## config.mk

```make
export PLATFORM = sky130hd
export DESIGN_NAME = fifo_stream_reader
export DESIGN_NICKNAME = d
export VERILOG_FILES = /design/src/rtl/fifo_pkg.sv /design/src/rtl/stream_skid_buf2.sv /design/src/rtl/fifo_stream_reader.sv
export SDC_FILE = /design/constraint.sdc
export NUM_CORES = 1
export LEC_CHECK = 0
export ABC_AREA = 1
export CAP_MARGIN = 10
export CORE_MARGIN = 10
export CORE_UTILIZATION = 40
export DETAILED_ROUTE_END_ITERATION = 16
export PLACE_DENSITY_LB_ADDON = 0.12
export RECOVER_POWER = 100
export SKIP_CTS_REPAIR_TIMING = 1
export SYNTH_ARGS = -nofsm -noshare
export SYNTH_HDL_FRONTEND = slang
export SYNTH_SLANG_ARGS = --single-unit
```

## constraint.sdc

```tcl
create_clock -name clk -period 2.5 [get_ports clk]
set_clock_uncertainty 0.15 [all_clocks]
set_input_delay 0.5 -clock clk [delete_from_list [all_inputs] [get_ports clk]]
set_output_delay 0.5 -clock clk [all_outputs]
set_load 0.03 [all_outputs]
```

## src/rtl/fifo_pkg.sv

```systemverilog
// Shared definitions for fifo_sync and its stream reader: default word width,
// the output buffer depth and the occupancy type used to count buffered words.
package fifo_pkg;

    localparam int DEF_DATA_WIDTH = 8;
    localparam int BUF_DEPTH      = 2;

    typedef logic [1:0] occ_t;

endpackage

```

## src/rtl/stream_skid_buf2.sv

```systemverilog
// Two-entry ordered buffer: push writes the tail, pop removes the head, and a
// simultaneous push/pop keeps occupancy constant while preserving order.
module stream_skid_buf2
    import fifo_pkg::*;
#(
    parameter int DATA_WIDTH = DEF_DATA_WIDTH
) (
    input  logic                  clk,
    input  logic                  rst_n,
    input  logic                  i_push,
    input  logic [DATA_WIDTH-1:0] i_push_data,
    input  logic                  i_pop,
    output occ_t                  o_occ,
    output logic [DATA_WIDTH-1:0] o_head
);

    occ_t                  r_occ;
    logic [DATA_WIDTH-1:0] r_head;
    logic [DATA_WIDTH-1:0] r_tail;

    // NOTE: the two data entries are reset along with occupancy so the head
    // reads as zero out of reset; with only two words this costs nothing.
    always_ff @(posedge clk) begin
        if (!rst_n) begin
            r_occ  <= '0;
            r_head <= '0;
            r_tail <= '0;
        end else begin
            // NOTE: non-blocking assignments let r_head take the old r_tail
            // in the same edge that r_tail takes new data.
            case ({i_push, i_pop})
                2'b10: begin
                    if (r_occ == 2'd0) r_head <= i_push_data;
                    else               r_tail <= i_push_data;
                    r_occ <= r_occ + 2'd1;
                end
                2'b01: begin
                    r_head <= r_tail;
                    r_occ  <= r_occ - 2'd1;
                end
                2'b11: begin
                    if (r_occ == 2'd1) begin
                        r_head <= i_push_data;
                    end else begin
                        r_head <= r_tail;
                        r_tail <= i_push_data;
                    end
                end
                default: ;
            endcase
        end
    end

    assign o_occ  = r_occ;
    assign o_head = r_head;

endmodule

```

## src/rtl/fifo_stream_reader.sv

```systemverilog
// Drains fifo_sync into a valid/ready stream, keeping at most one read in
// flight and two words buffered so the sink sees one word per clock.
module fifo_stream_reader
    import fifo_pkg::*;
#(
    parameter int DATA_WIDTH = DEF_DATA_WIDTH,
    parameter int CNT_WIDTH  = 16
) (
    input  logic                  clk,
    input  logic                  rst_n,
    input  logic                  enable,
    input  logic                  fifo_empty,
    input  logic [DATA_WIDTH-1:0] fifo_data,
    output logic                  fifo_cs,
    output logic                  fifo_rd_en,
    output logic                  m_valid,
    output logic [DATA_WIDTH-1:0] m_data,
    input  logic                  m_ready,
    output logic [CNT_WIDTH-1:0]  words_out,
    output logic                  idle
);

    occ_t                 w_occ;
    occ_t                 w_slots;
    logic                 w_pop;
    logic                 w_issue;
    logic                 r_inflight;
    logic [CNT_WIDTH-1:0] r_words_out;

    assign w_pop   = m_valid & m_ready;
    assign w_slots = w_occ + {1'b0, r_inflight};

    // NOTE: always_comb assigns its default first so no path leaves w_issue
    // unassigned, which would otherwise infer a latch.
    always_comb begin
        w_issue = 1'b0;
        if (rst_n && enable && !fifo_empty) begin
            w_issue = (w_slots < occ_t'(BUF_DEPTH)) ||
                      ((w_slots == occ_t'(BUF_DEPTH)) && w_pop);
        end
    end

    always_ff @(posedge clk) begin
        if (!rst_n) begin
            r_inflight  <= 1'b0;
            r_words_out <= '0;
        end else begin
            r_inflight <= w_issue;
            if (w_pop) r_words_out <= r_words_out + 1'b1;
        end
    end

    // The word read last cycle is on fifo_data now and lands in the tail.
    stream_skid_buf2 #(
        .DATA_WIDTH (DATA_WIDTH)
    ) u_buf (
        .clk         (clk),
        .rst_n       (rst_n),
        .i_push      (r_inflight),
        .i_push_data (fifo_data),
        .i_pop       (w_pop),
        .o_occ       (w_occ),
        .o_head      (m_data)
    );

    assign fifo_rd_en = w_issue;
    assign fifo_cs    = w_issue;
    assign m_valid    = (w_occ != 2'd0);
    assign words_out  = r_words_out;
    assign idle       = (w_occ == 2'd0) && !r_inflight;

endmodule
```

==> summary.md, run 1 <==
| Metric | Value |
|---|---|
| Run status | completed |
| Number of cells produced by synthesis | approximately 250 |
| Layout overhead on the synthesized area | 28.8% |
| Final period utilization | 94.1% |
| Overall Global Routing Usage | between 10% and 20% |
| Clock sinks | 35 |
| Hpwl dp | around 3100 um |
| Pre-CTS setup slack | approximately 0.041 ns |
| Final setup fails | 0 |
| Count of vias placed by the detailed router | approximately 1,600 |
| Type of the worst setup path | reg -> out |
| Wire length of the first global-routing pass | approximately 7300 um |
| FMAX | 0.425 GHz |
| Count of pins over their slew limit | 0 |
| Data required time at the worst endpoint | ~1.9 ns |
| Clock slew at reported path FFs | approximately 0.08 ns |
| Number of antenna repair diodes | 0 |
| Syn Area/Cell | roughly 7.3 um2 |
| Cells along the critical path | inv_1, ha_1, inv_2, nand2_4, nor2_1, o211a_1, buf_4 |
| Worst slew margin | between 60% and 70% |
| Commonest non-fill, non-tap cells in the layout | sky130_fd_sc_hd__nand2_1 (48), sky130_fd_sc_hd__inv_1 (37), sky130_fd_sc_hd__dfxtp_1 (35), sky130_fd_sc_hd__nor2_1 (34), sky130_fd_sc_hd__dlygate4sd3_1 (24) |
| Largest delay contributor family on the critical path | flip-flops |
| Startpoint type of the worst setup path | register |
| Power density over cell area | between 700 and 800 mW/mm2 |
| Dpl cells | 339 |
| Final design area excluding fillers | about 0.0023 mm2 |
| WL/cell | approximately 12 um |
| Vias in the first global route | roughly 1,600 |
| Avg Vias per Cell | 4.73 |
| Floorplan die width | 87.3 um |
| Most common library cell in the layout ignoring fill and taps | sky130_fd_sc_hd__nand2_1 |
| Post-route core utilization | between 50% and 60% |
| Post-Synthesis Cell Area | about 0.0018 mm2 |
| Initial drt markers | 42 |
| Initial antenna violation count | 0 |
| Fraction of layout instances using a drive strength above 1 | under 10% |
| Clock insertion delay at the later pin of the skew report | between 0.2 and 0.3 ns |
| Ports | between 40 and 50 |
| Number of max-cap violations | 0 |
| DP Area | about 0.0023 mm2 |
| Number of standard cells in the layout, taps in and fillers out | ~350 |
| Total detailed-routing wirelength | 4120 um |
| Count of nets left with antenna violations after detail routing | 0 |
| Syn Nets | 270 |
| Yosys warnings | 0 |
| Final Power | around 1.7 mW |
| Crit-path slowest cell | sky130_fd_sc_hd__dfxtp_1 |
| Residual DRC count | 0 |
| Clk Tree Root Cell | sky130_fd_sc_hd__clkbuf_8 |
| Signal arrival time at the worst endpoint | 1.70 ns |
| Die area | between 0.007 and 0.008 mm2 |
| Clock tree from TritonCTS | built |
| Kind of path behind the tightest hold check | reg -> reg |
| Setup WS post-layout | 0.146 ns |
| Kind of end point of the critical path | output port |
| Congestion Overflow GR | 0 |
| Number of unique standard cell types used by synthesis | 32 |
| Minimum period implied by the final worst setup slack | between 2 and 2.5 ns |
| # port buffers | 40 |
| Critical Path Fanout Max | 6 |
| Worst IR drop on VDD | about 0.36 mV |
| Number of detailed-routing iterations run before antenna repair | 4 |
| Core Rows | 24 |
| Total leakage power | ~1.1 nW |
| Total number of H-tree levels | 2 |
| Sequential-to-total area share from yosys stat | between 30 and 40% |
| CTS Buffer Depth | 2 |
| Final hold viol count | 0 |
| Final Hold Slack | around 0.30 ns |
| Setup repair after global routing missed its margin | false |
| Core region area | about 0.0044 mm2 |
| Number of register bits inferred by synthesis | 35 |
| Cts bufs inserted | 5 |
| Die Y | 87.3 um |
| Initial cell density of the core | between 40 and 50% |
| Slowest cell delay on critical path | roughly 0.38 ns |
| Critical path buffer and inverter count | 3 |
| Slew of the pin with the lowest slew margin | about 0.56 ns |
| Final TNS setup | 0 ns |
| Pin count of the biggest net entering global routing | 30 |
| Net count of the finished layout | 316 |
| RD Place Congestion | approximately 0.8 |
[power breakdown]
| part | internal [mW] | switching (mW) | total, mW |
|---|---|---|---|
| combinational | 0.230 | 0.395 | 0.625 |
| clock | 0.199 | 0.232 | 0.431 |
| sequential | 0.634 | 0.0454 | 0.680 |
| total | 1.06 | 0.673 | 1.74 |
[worst reg2reg max path: stages, from the launching register on]
cell,delay (ns)
sky130_fd_sc_hd__dfxtp_1,0.38
sky130_fd_sc_hd__inv_1,0.08
sky130_fd_sc_hd__ha_1,0.22
sky130_fd_sc_hd__inv_2,0.15
sky130_fd_sc_hd__nand2_4,0.10
sky130_fd_sc_hd__inv_1,0.08
sky130_fd_sc_hd__clkbuf_1,0.21
sky130_fd_sc_hd__ha_1,0.21
sky130_fd_sc_hd__o21ai_0,0.08
sky130_fd_sc_hd__buf_4,0.17
sky130_fd_sc_hd__nand2_1,0.06
sky130_fd_sc_hd__nand3_1,0.07
sky130_fd_sc_hd__o211ai_1,0.10
sky130_fd_sc_hd__inv_1,0.05
[layer usage]
layer	track usage (%)	routed length, um	up-vias
met5	0	0	-
met4	3.91	42	0
met3	4.59	287	5
met2	18.8	1820	36
met1	13.4	1960	705
li1	-	-	895
[area by class of cell]
type / count / area (um2)
clock buffer: 5 / 68.8
inverter: 38 / 143
tap: 52 / 65.1
multi-input combinational: 169 / 910
sequential: 35 / 701
fill: 466 / 2050
clock inverter: 3 / 25.0
timing repair buffer: 45 / 425
[state kept, by name, indices dropped and copies added (netlist names)]
register,cells
u_buf.o_occ,2
u_buf.r_tail,8
words_out,16
u_buf.o_head,8
r_inflight,1
[cell families after synthesis]
group           count (synthesis)  share of synthesized area, %
xor+xnor                        3                          1.45
simple gates                  110                          27.7
compound gates                 47                          16.1
flops                          35                          38.6
fa+ha+maj                       9                          6.21
buf+inv                        44                          9.86
[final timing paths]
kind / start / end / slack (ns) / depth (start not counted)
max: u_buf.o_occ[0] / fifo_rd_en / 0.15 / 7
max reg2reg: u_buf.o_occ[0] / u_buf.o_head[0] / 0.29 / 13
min reg2reg: u_buf.r_tail[0] / u_buf.r_tail[0] / 0.30 / 2
min: u_buf.r_tail[0] / u_buf.r_tail[0] / 0.30 / 2
[Yosys cell counts]
master                     instances  area (um2)
sky130_fd_sc_hd__a21oi_1          15        75.1
sky130_fd_sc_hd__and3_1            1        6.26
sky130_fd_sc_hd__buf_2             2        10.0
sky130_fd_sc_hd__buf_4             1        7.51
sky130_fd_sc_hd__buf_6             1        11.3
sky130_fd_sc_hd__clkbuf_1          2        7.51
sky130_fd_sc_hd__dfxtp_1          35         701
sky130_fd_sc_hd__ha_1              9         113
sky130_fd_sc_hd__inv_1            37         139
sky130_fd_sc_hd__inv_2             1        3.75
sky130_fd_sc_hd__nand2_1          48         180
sky130_fd_sc_hd__nand2_2           1        6.26
sky130_fd_sc_hd__nand2_4           1        11.3
sky130_fd_sc_hd__nand3_1          17        85.1
sky130_fd_sc_hd__nand3_2           1        10.0
sky130_fd_sc_hd__nand4_1           4        25.0
sky130_fd_sc_hd__nor2_1           30         113
sky130_fd_sc_hd__nor2_2            2        12.5
sky130_fd_sc_hd__nor2_4            2        22.5
sky130_fd_sc_hd__nor3_1            1        5.00
sky130_fd_sc_hd__nor3_2            1        10.0
sky130_fd_sc_hd__nor3_4            1        16.3
sky130_fd_sc_hd__o211a_1           2        20.0
sky130_fd_sc_hd__o211ai_1          8        60.1
sky130_fd_sc_hd__o211ai_2          1        12.5
sky130_fd_sc_hd__o21ai_0          16        80.1
sky130_fd_sc_hd__o21ai_1           1        5.00
sky130_fd_sc_hd__o21ai_2           1        8.76
sky130_fd_sc_hd__o21ai_4           1        16.3
sky130_fd_sc_hd__o21bai_1          2        15.0
sky130_fd_sc_hd__xnor2_1           1        8.76
sky130_fd_sc_hd__xor2_1            2        17.5
No activity file was read; power rests on OpenSTA's default activity.
==> inputs of run 2 (changes only) <==
==> constraint.sdc (replaced) <==
create_clock -name clk -period 2.5 [get_ports clk]
set_clock_uncertainty 0.15 [all_clocks]
set_input_delay 0.375 -clock clk [delete_from_list [all_inputs] [get_ports clk]]
set_output_delay 0.375 -clock clk [all_outputs]
set_load 0.03 [all_outputs]
==> run 2 against run 1 <==
Hold slack improved by 0.0019 ns; power fell by 0.86%; critical path depth fell by 2; register-to-register slack barely moved; via count fell by 1.6%; wire length rose by 0.44%; first-iteration DRC count rose by 57%; clock power fell by 5.1%; worst setup slack got worse by 0.038 ns; global-route usage fell by 0.13 points; die area did not move; cell area fell by 0.75%; largest power group unchanged.
==> summary.md, run 2 (same netlist as run 1, synthesis figures left out) <==
| Metric | Value |
|---|---|
| Run status | completed (unchanged) |
| Number of stages on the worst setup path | 5 (was 7) |
| Final design area excluding fillers | 0.00232 mm2 (was 0.00234 mm2) |
| # port buffers | 40 (unchanged) |
| Final setup fails | 0 (unchanged) |
| Clock sinks | 35 (unchanged) |
| Most common library cell in the layout ignoring fill and taps | sky130_fd_sc_hd__nand2_1 (unchanged) |
| Number of max-cap violations | 0 (unchanged) |
| Layout overhead on the synthesized area | 27.9% (was 28.8%) |
| Initial drt markers | 66 (was 42) |
| Critical path buffer and inverter count | 3 (unchanged) |
| Cells along the critical path | inv_1, ha_1, inv_2, nor2_1, dlygate4sd3_1 (was inv_1, ha_1, inv_2, nand2_4, nor2_1, o211a_1, buf_4) |
| Final period utilization | 95.7% (was 94.1%) |
| Type of the worst setup path | reg -> out (unchanged) |
| Signal arrival time at the worst endpoint | 1.87 ns (was 1.70 ns) |
| Slew of the pin with the lowest slew margin | 0.574 ns (was 0.559 ns) |
| Clock tree from TritonCTS | built (unchanged) |
| Die Y | 87.3 um (unchanged) |
| Number of cells traversed by the worst register-to-register path | 9 (was 13) |
| Hold path depth | 2 (unchanged) |
| Comb pwr share | 36.7% (was 36.0%) |
| Filler cells | 443 (was 466) |
| Critical Path Fanout Max | 6 (unchanged) |
| RD Place Congestion | 0.770 (was 0.799) |
| Core Rows | 24 (unchanged) |
| Count of vias placed by the detailed router | 1,615 (was 1,641) |
| Total leakage power | 1.03 nW (was 1.06 nW) |
| Die area | 0.00763 mm2 (unchanged) |
| FMAX | 0.418 GHz (was 0.425 GHz) |
| CTS Buffer Depth | 2 (unchanged) |
| Worst IR drop on VDD | 0.359 mV (was 0.365 mV) |
| Clock network power share | 23.8% (was 24.8%) |
| Hpwl dp | 3090 um (was 3120 um) |
| Worst slew margin | 61.6% (was 62.6%) |
| Kind of end point of the critical path | output port (unchanged) |
| Minimum period implied by the final worst setup slack | 2.39 ns (was 2.35 ns) |
| Clock insertion delay at the later pin of the skew report | 0.29 ns (about the same) |
| Switching share of total power | 38.2% (was 38.7%) |
| Setup WS post-layout | 0.109 ns (was 0.146 ns) |
| Clk Tree Root Cell | sky130_fd_sc_hd__clkbuf_8 (unchanged) |
| Fraction of layout instances using a drive strength above 1 | 6.48% (was 7.46%) |
| Initial antenna violation count | 0 (unchanged) |
| Largest delay contributor family on the critical path | buffers and inverters (was flip-flops) |
| Number of antenna repair diodes | 0 (unchanged) |
| Vias in the first global route | 1,549 (was 1,626) |
| Data required time at the worst endpoint | 1.98 ns (was 1.85 ns) |
| Pre-CTS setup slack | 0.0932 ns (was 0.0407 ns) |
| Net count of the finished layout | 314 (was 316) |
| Number of standard cells in the layout, taps in and fillers out | 345 (was 347) |
| Dpl cells | 337 (was 339) |
| Final TNS setup | 0 ns (unchanged) |
| Total detailed-routing wirelength | 4140 um (was 4120 um) |
| Slowest cell delay on critical path | 0.69 ns (was 0.38 ns) |
| Floorplan die width | 87.3 um (unchanged) |
| Initial cell density of the core | 41.4% (unchanged) |
| Number of detailed-routing iterations run before antenna repair | 4 (unchanged) |
| Setup repair after global routing missed its margin | false (unchanged) |
| Count of pins over their slew limit | 0 (unchanged) |
| Crit-path slowest cell | sky130_fd_sc_hd__dlygate4sd3_1 (was sky130_fd_sc_hd__dfxtp_1) |
| Avg Vias per Cell | 4.68 (was 4.73) |
| Overall Global Routing Usage | 11.4% (was 11.6%) |
| Final hold viol count | 0 (unchanged) |
| Startpoint type of the worst setup path | register (unchanged) |
| Count of nets left with antenna violations after detail routing | 0 (unchanged) |
| Wire length of the first global-routing pass | 7130 um (was 7270 um) |
| DP Area | 0.00226 mm2 (was 0.00228 mm2) |
| Net load switching power | 658 uW (was 673 uW) |
| Power density over cell area | 742 mW/mm2 (was 743 mW/mm2) |
| Core region area | 0.00438 mm2 (unchanged) |
| Cts bufs inserted | 5 (unchanged) |
| Residual DRC count | 0 (unchanged) |
| Share of total power in sequential cells | 39.5% (was 39.2%) |
| Internal cell power | 1.06 mW (about the same) |
| Commonest non-fill, non-tap cells in the layout | sky130_fd_sc_hd__nand2_1 (48), sky130_fd_sc_hd__inv_1 (37), sky130_fd_sc_hd__dfxtp_1 (35), sky130_fd_sc_hd__nor2_1 (34), sky130_fd_sc_hd__dlygate4sd3_1 (25) (was sky130_fd_sc_hd__nand2_1 (48), sky130_fd_sc_hd__inv_1 (37), sky130_fd_sc_hd__dfxtp_1 (35), sky130_fd_sc_hd__nor2_1 (34), sky130_fd_sc_hd__dlygate4sd3_1 (24)) |
| WL/cell | 12.0 um (was 11.9 um) |
| Max FFs per register | 16 (unchanged) |
| Kind of path behind the tightest hold check | reg -> reg (unchanged) |
| Clock slew at reported path FFs | 0.07 ns (was 0.08 ns) |
| Congestion Overflow GR | 0 (unchanged) |
| Pin count of the biggest net entering global routing | 30 (unchanged) |
| Ports | 41 (unchanged) |
| Total number of H-tree levels | 2 (unchanged) |
[run 2: through the flow]
stage,power (mW),hold WS (ns),utilization [%]
6_report,1.72,0.298,52.9
5_1_grt,1.85,0.319,52.9
4_1_cts,1.78,0.300,53.5
3_5_place_dp,1.36,0.288,51.6
3_3_place_gp,1.36,0.283,51.6
2_1_floorplan,1.13,0.274,-
[run 2: final timing paths]
path	slack [ns]	to	startpoint
setup / recovery	0.11	idle	u_buf.o_occ[0]
setup reg to reg	0.28	u_buf.r_tail[4]	u_buf.o_occ[0]
hold reg to reg	0.30	u_buf.r_tail[5]	u_buf.r_tail[5]
hold / removal	0.30	u_buf.r_tail[5]	u_buf.r_tail[5]
[run 2: per-layer routing]
metal / up-vias / routed length [um] / GRT usage [%]
met1: 688 / 1970 / 13.4
li1: 887 / - / -
met4: 0 / 57 / 3.91
met3: 7 / 330 / 5.52
met5: - / 0 / 0
met2: 33 / 1780 / 17.8
[run 2: power groups by stage]
stage	registers [mW]	logic (mW)	clock network, mW
final	0.681	0.631	0.409
after global routing	0.691	0.708	0.449
after CTS	0.684	0.670	0.427
after detailed placement	0.695	0.665	0
after global placement	0.697	0.660	0
after floorplan	0.783	0.350	0
[run 2: worst min-delay path: cells and delay by family, from the launching register on]
| family | cells | cell delay, ns |
|---|---|---|
| DFF | 1 | 0.31 |
| buffers and inverters | 1 | 0.05 |
| AOI/OAI and AO/OA | 1 | 0.05 |
[run 2: cell type report]
type / count / area [um2] / area share (%)
multi-input cells: 169 / 917 / 39.5
flip-flops and latches: 35 / 701 / 30.2
repair buffers: 43 / 409 / 17.6
inverters: 38 / 143 / 6.15
clock buffers: 6 / 72.6 / 3.13
well taps: 52 / 65.1 / 2.80
clock inverters: 2 / 12.5 / 0.539
==> inputs of run 3 (changes only) <==
SKIP_CTS_REPAIR_TIMING = default   (was 1)
clock period = 2.98 ns   (was 2.5 ns; I/O delays follow)
==> run 3 against run 2 <==
Global-route usage grew 0.47 points; clock power grew 10%; power shrank 11%; cell area grew 0.49%; critical endpoint is now fifo_cs; non-clock buffer count shrank 2; sequential share of layout area shrank 0.15 points; wire length grew 1.1%; hold slack lost 0.0047 ns; combinational power shrank 19%; first-iteration DRC count grew 21%.
==> summary.md, run 3 (same netlist as run 1, synthesis figures left out) <==
| Metric | Value |
|---|---|
| # port buffers | 40 (unchanged) |
| Core region area | 0.00438 mm2 (unchanged) |
| Residual DRC count | 0 (unchanged) |
| Count of instances resized after the clock tree is built | 0 |
| Clock network power share | 29.3% (was 23.8%) |
| Number of detailed-routing iterations run before antenna repair | 4 (unchanged) |
| Start point of the worst hold path | u_buf.r_tail[6] (was u_buf.r_tail[5]) |
| Clock sinks | 35 (unchanged) |
| Total number of H-tree levels | 2 (unchanged) |
| Critical Path Fanout Max | 11 (was 6) |
| Slew of the pin with the lowest slew margin | 0.586 ns (was 0.574 ns) |
| Die Y | 87.3 um (unchanged) |
| Count of nets left with antenna violations after detail routing | 0 (unchanged) |
| Die area | 0.00763 mm2 (unchanged) |
| Commonest non-fill, non-tap cells in the layout | sky130_fd_sc_hd__nand2_1 (48), sky130_fd_sc_hd__inv_1 (37), sky130_fd_sc_hd__dfxtp_1 (35), sky130_fd_sc_hd__nor2_1 (34), sky130_fd_sc_hd__dlygate4sd3_1 (26) (was sky130_fd_sc_hd__nand2_1 (48), sky130_fd_sc_hd__inv_1 (37), sky130_fd_sc_hd__dfxtp_1 (35), sky130_fd_sc_hd__nor2_1 (34), sky130_fd_sc_hd__dlygate4sd3_1 (25)) |
| Count of pins over their slew limit | 0 (unchanged) |
| Fraction of layout instances using a drive strength above 1 | 5.84% (was 6.48%) |
| Switching share of total power | 35.6% (was 38.2%) |
| Initial cell density of the core | 41.4% (unchanged) |
| Hpwl dp | 3100 um (was 3090 um) |
| Clock slew at reported path FFs | 0.07 ns (about the same) |
| Total detailed-routing wirelength | 4180 um (was 4140 um) |
| Minimum period implied by the final worst setup slack | about 2.5 ns |
| Final Hold Slack | 0.293 ns (was 0.298 ns) |
| Count of vias placed by the detailed router | 1,664 (was 1,615) |
| Layout overhead on the synthesized area | 28.5% (was 27.9%) |
| Most common library cell in the layout ignoring fill and taps | sky130_fd_sc_hd__nand2_1 (unchanged) |
| Power density over cell area | 659 mW/mm2 (was 742 mW/mm2) |
| Reg-to-reg endpoint | u_buf.o_head[1] (was u_buf.r_tail[4]) |
| WL/cell | 12.2 um (was 12.0 um) |
| Type of the worst setup path | reg -> out (unchanged) |
| FMAX | about 0.4 GHz |
| Startpoint type of the worst setup path | register (unchanged) |
| Max FFs per register | 16 (unchanged) |
| Congestion Overflow GR | 0 (unchanged) |
| Clock insertion delay at the later pin of the skew report | 0.29 ns (about the same) |
| Initial drt markers | 80 (was 66) |
| Worst IR drop on VDD | 0.317 mV (was 0.359 mV) |
| Setup WS post-layout | 0.435 ns (was 0.109 ns) |
| Kind of end point of the critical path | output port (unchanged) |
| Net load switching power | 548 uW (was 658 uW) |
| Total leakage power | 1.04 nW (was 1.03 nW) |
| Pre-CTS setup slack | 0.346 ns (was 0.0932 ns) |
| Number of cells traversed by the worst register-to-register path | 12 (was 9) |
| Core Rows | 24 (unchanged) |
| CTS Buffer Depth | 2 (unchanged) |
| Number of max-cap violations | 0 (unchanged) |
| Final setup fails | 0 (unchanged) |
| Clk Tree Root Cell | sky130_fd_sc_hd__clkbuf_8 (unchanged) |
| Reg-to-reg critical path startpoint | u_buf.o_occ[0] (unchanged) |
| Total length of routed met2 wires | 1900 um (was 1780 um) |
| Avg Vias per Cell | 4.85 (was 4.68) |
| Register-to-Register Setup Slack | 0.59 ns (was 0.28 ns) |
| Detailed route wirelength on metal3 | 259 um (was 330 um) |
| Hold buffers post-CTS | 0 |
| DP Area | 0.00225 mm2 (was 0.00226 mm2) |
| Hold path depth | 2 (unchanged) |
| Final design area excluding fillers | 0.00233 mm2 (was 0.00232 mm2) |
| Ports | 41 (unchanged) |
| Cts bufs inserted | 5 (unchanged) |
| Pin count of the biggest net entering global routing | 30 (unchanged) |
| Overall Global Routing Usage | 11.9% (was 11.4%) |
| Setup repair after global routing missed its margin | false (unchanged) |
| Highest metal used | met4 (unchanged) |
| Endpoint of the worst hold-timing path | u_buf.r_tail[6] (was u_buf.r_tail[5]) |
| Initial antenna violation count | 0 (unchanged) |
| Final hold viol count | 0 (unchanged) |
| Start point of the critical path | u_buf.o_occ[0] (unchanged) |
| Worst slew margin | 60.8% (was 61.6%) |
| Run status | completed (unchanged) |
| Share of total power in sequential cells | 37.3% (was 39.5%) |
| Wire length on met1 | 1970 um (about the same) |
| Data required time at the worst endpoint | 2.38 ns (was 1.98 ns) |
| Vias in the first global route | 1,678 (was 1,549) |
| Floorplan die width | 87.3 um (unchanged) |
| Comb pwr share | 33.4% (was 36.7%) |
| Net count of the finished layout | 312 (was 314) |
| Clock tree from TritonCTS | built (unchanged) |
| Signal arrival time at the worst endpoint | 1.95 ns (was 1.87 ns) |
| Final TNS setup | 0 ns (unchanged) |
| RD Place Congestion | 0.777 (was 0.770) |
| Final period utilization | 85.4% |
| Internal cell power | 989 uW (was 1.06 mW) |
| Kind of path behind the tightest hold check | reg -> reg (unchanged) |
| Number of antenna repair diodes | 0 (unchanged) |
| Post-CTS Setup Inserts | 0 |
| Wire length of the first global-routing pass | 7510 um (was 7130 um) |
-- run 3: final cells by class --
type / instances / area (um2)
inverter: 38 / 143
multi-input combinational: 169 / 910
clock inverter: 2 / 35.0
fill: 443 / 2050
tap: 52 / 65.1
clock buffer: 6 / 82.6
timing repair buffer: 41 / 395
sequential: 35 / 701
-- run 3: layer usage --
| layer | GRT usage, % | up-vias |
|---|---|---|
| met1 | 13.9 | 740 |
| met3 | 4.78 | 5 |
| met2 | 19.0 | 35 |
| met4 | 4.64 | 0 |
| li1 | - | 884 |
| met5 | 0 | - |
-- run 3: worst max-delay path: stages (launching register included) --
cell and delay [ns]:
sky130_fd_sc_hd__dfxtp_1 0.40, sky130_fd_sc_hd__inv_1 0.08, sky130_fd_sc_hd__ha_1 0.22, sky130_fd_sc_hd__inv_2 0.16
sky130_fd_sc_hd__nand2_4 0.13, sky130_fd_sc_hd__nor2_1 0.16, sky130_fd_sc_hd__o211a_1 0.19, sky130_fd_sc_hd__clkbuf_1 0.32
-- run 3: metrics by stage --
stage / cells / utilization [%] / total power, mW
global placement: 335 / 51.2 / 1.13
floorplan: 248 / - / 0.951
CTS: 343 / 53.9 / 1.59
finish: 343 / 53.2 / 1.54
detailed placement: 335 / 51.2 / 1.13
global route: 343 / 53.2 / 1.64
-- run 3: power by group through the flow --
stage	Sequential (mW)	Combinational (mW)	Clock, mW
after floorplan	0.657	0.294	0
after global placement	0.586	0.542	0
after detailed placement	0.585	0.547	0
after CTS	0.575	0.551	0.463
after global routing	0.582	0.576	0.487
final	0.573	0.514	0.450
-- run 3: how the worst max path moves through the flow --
stage,cells past startpoint,slack [ns],end
4_1_cts,12,0.51,u_buf.o_head[1]
3_5_place_dp,9,0.35,u_buf.o_head[1]
2_1_floorplan,7,0.71,fifo_rd_en
5_1_grt,7,0.28,fifo_rd_en
3_3_place_gp,9,0.39,u_buf.o_head[1]
6_report,7,0.44,fifo_cs
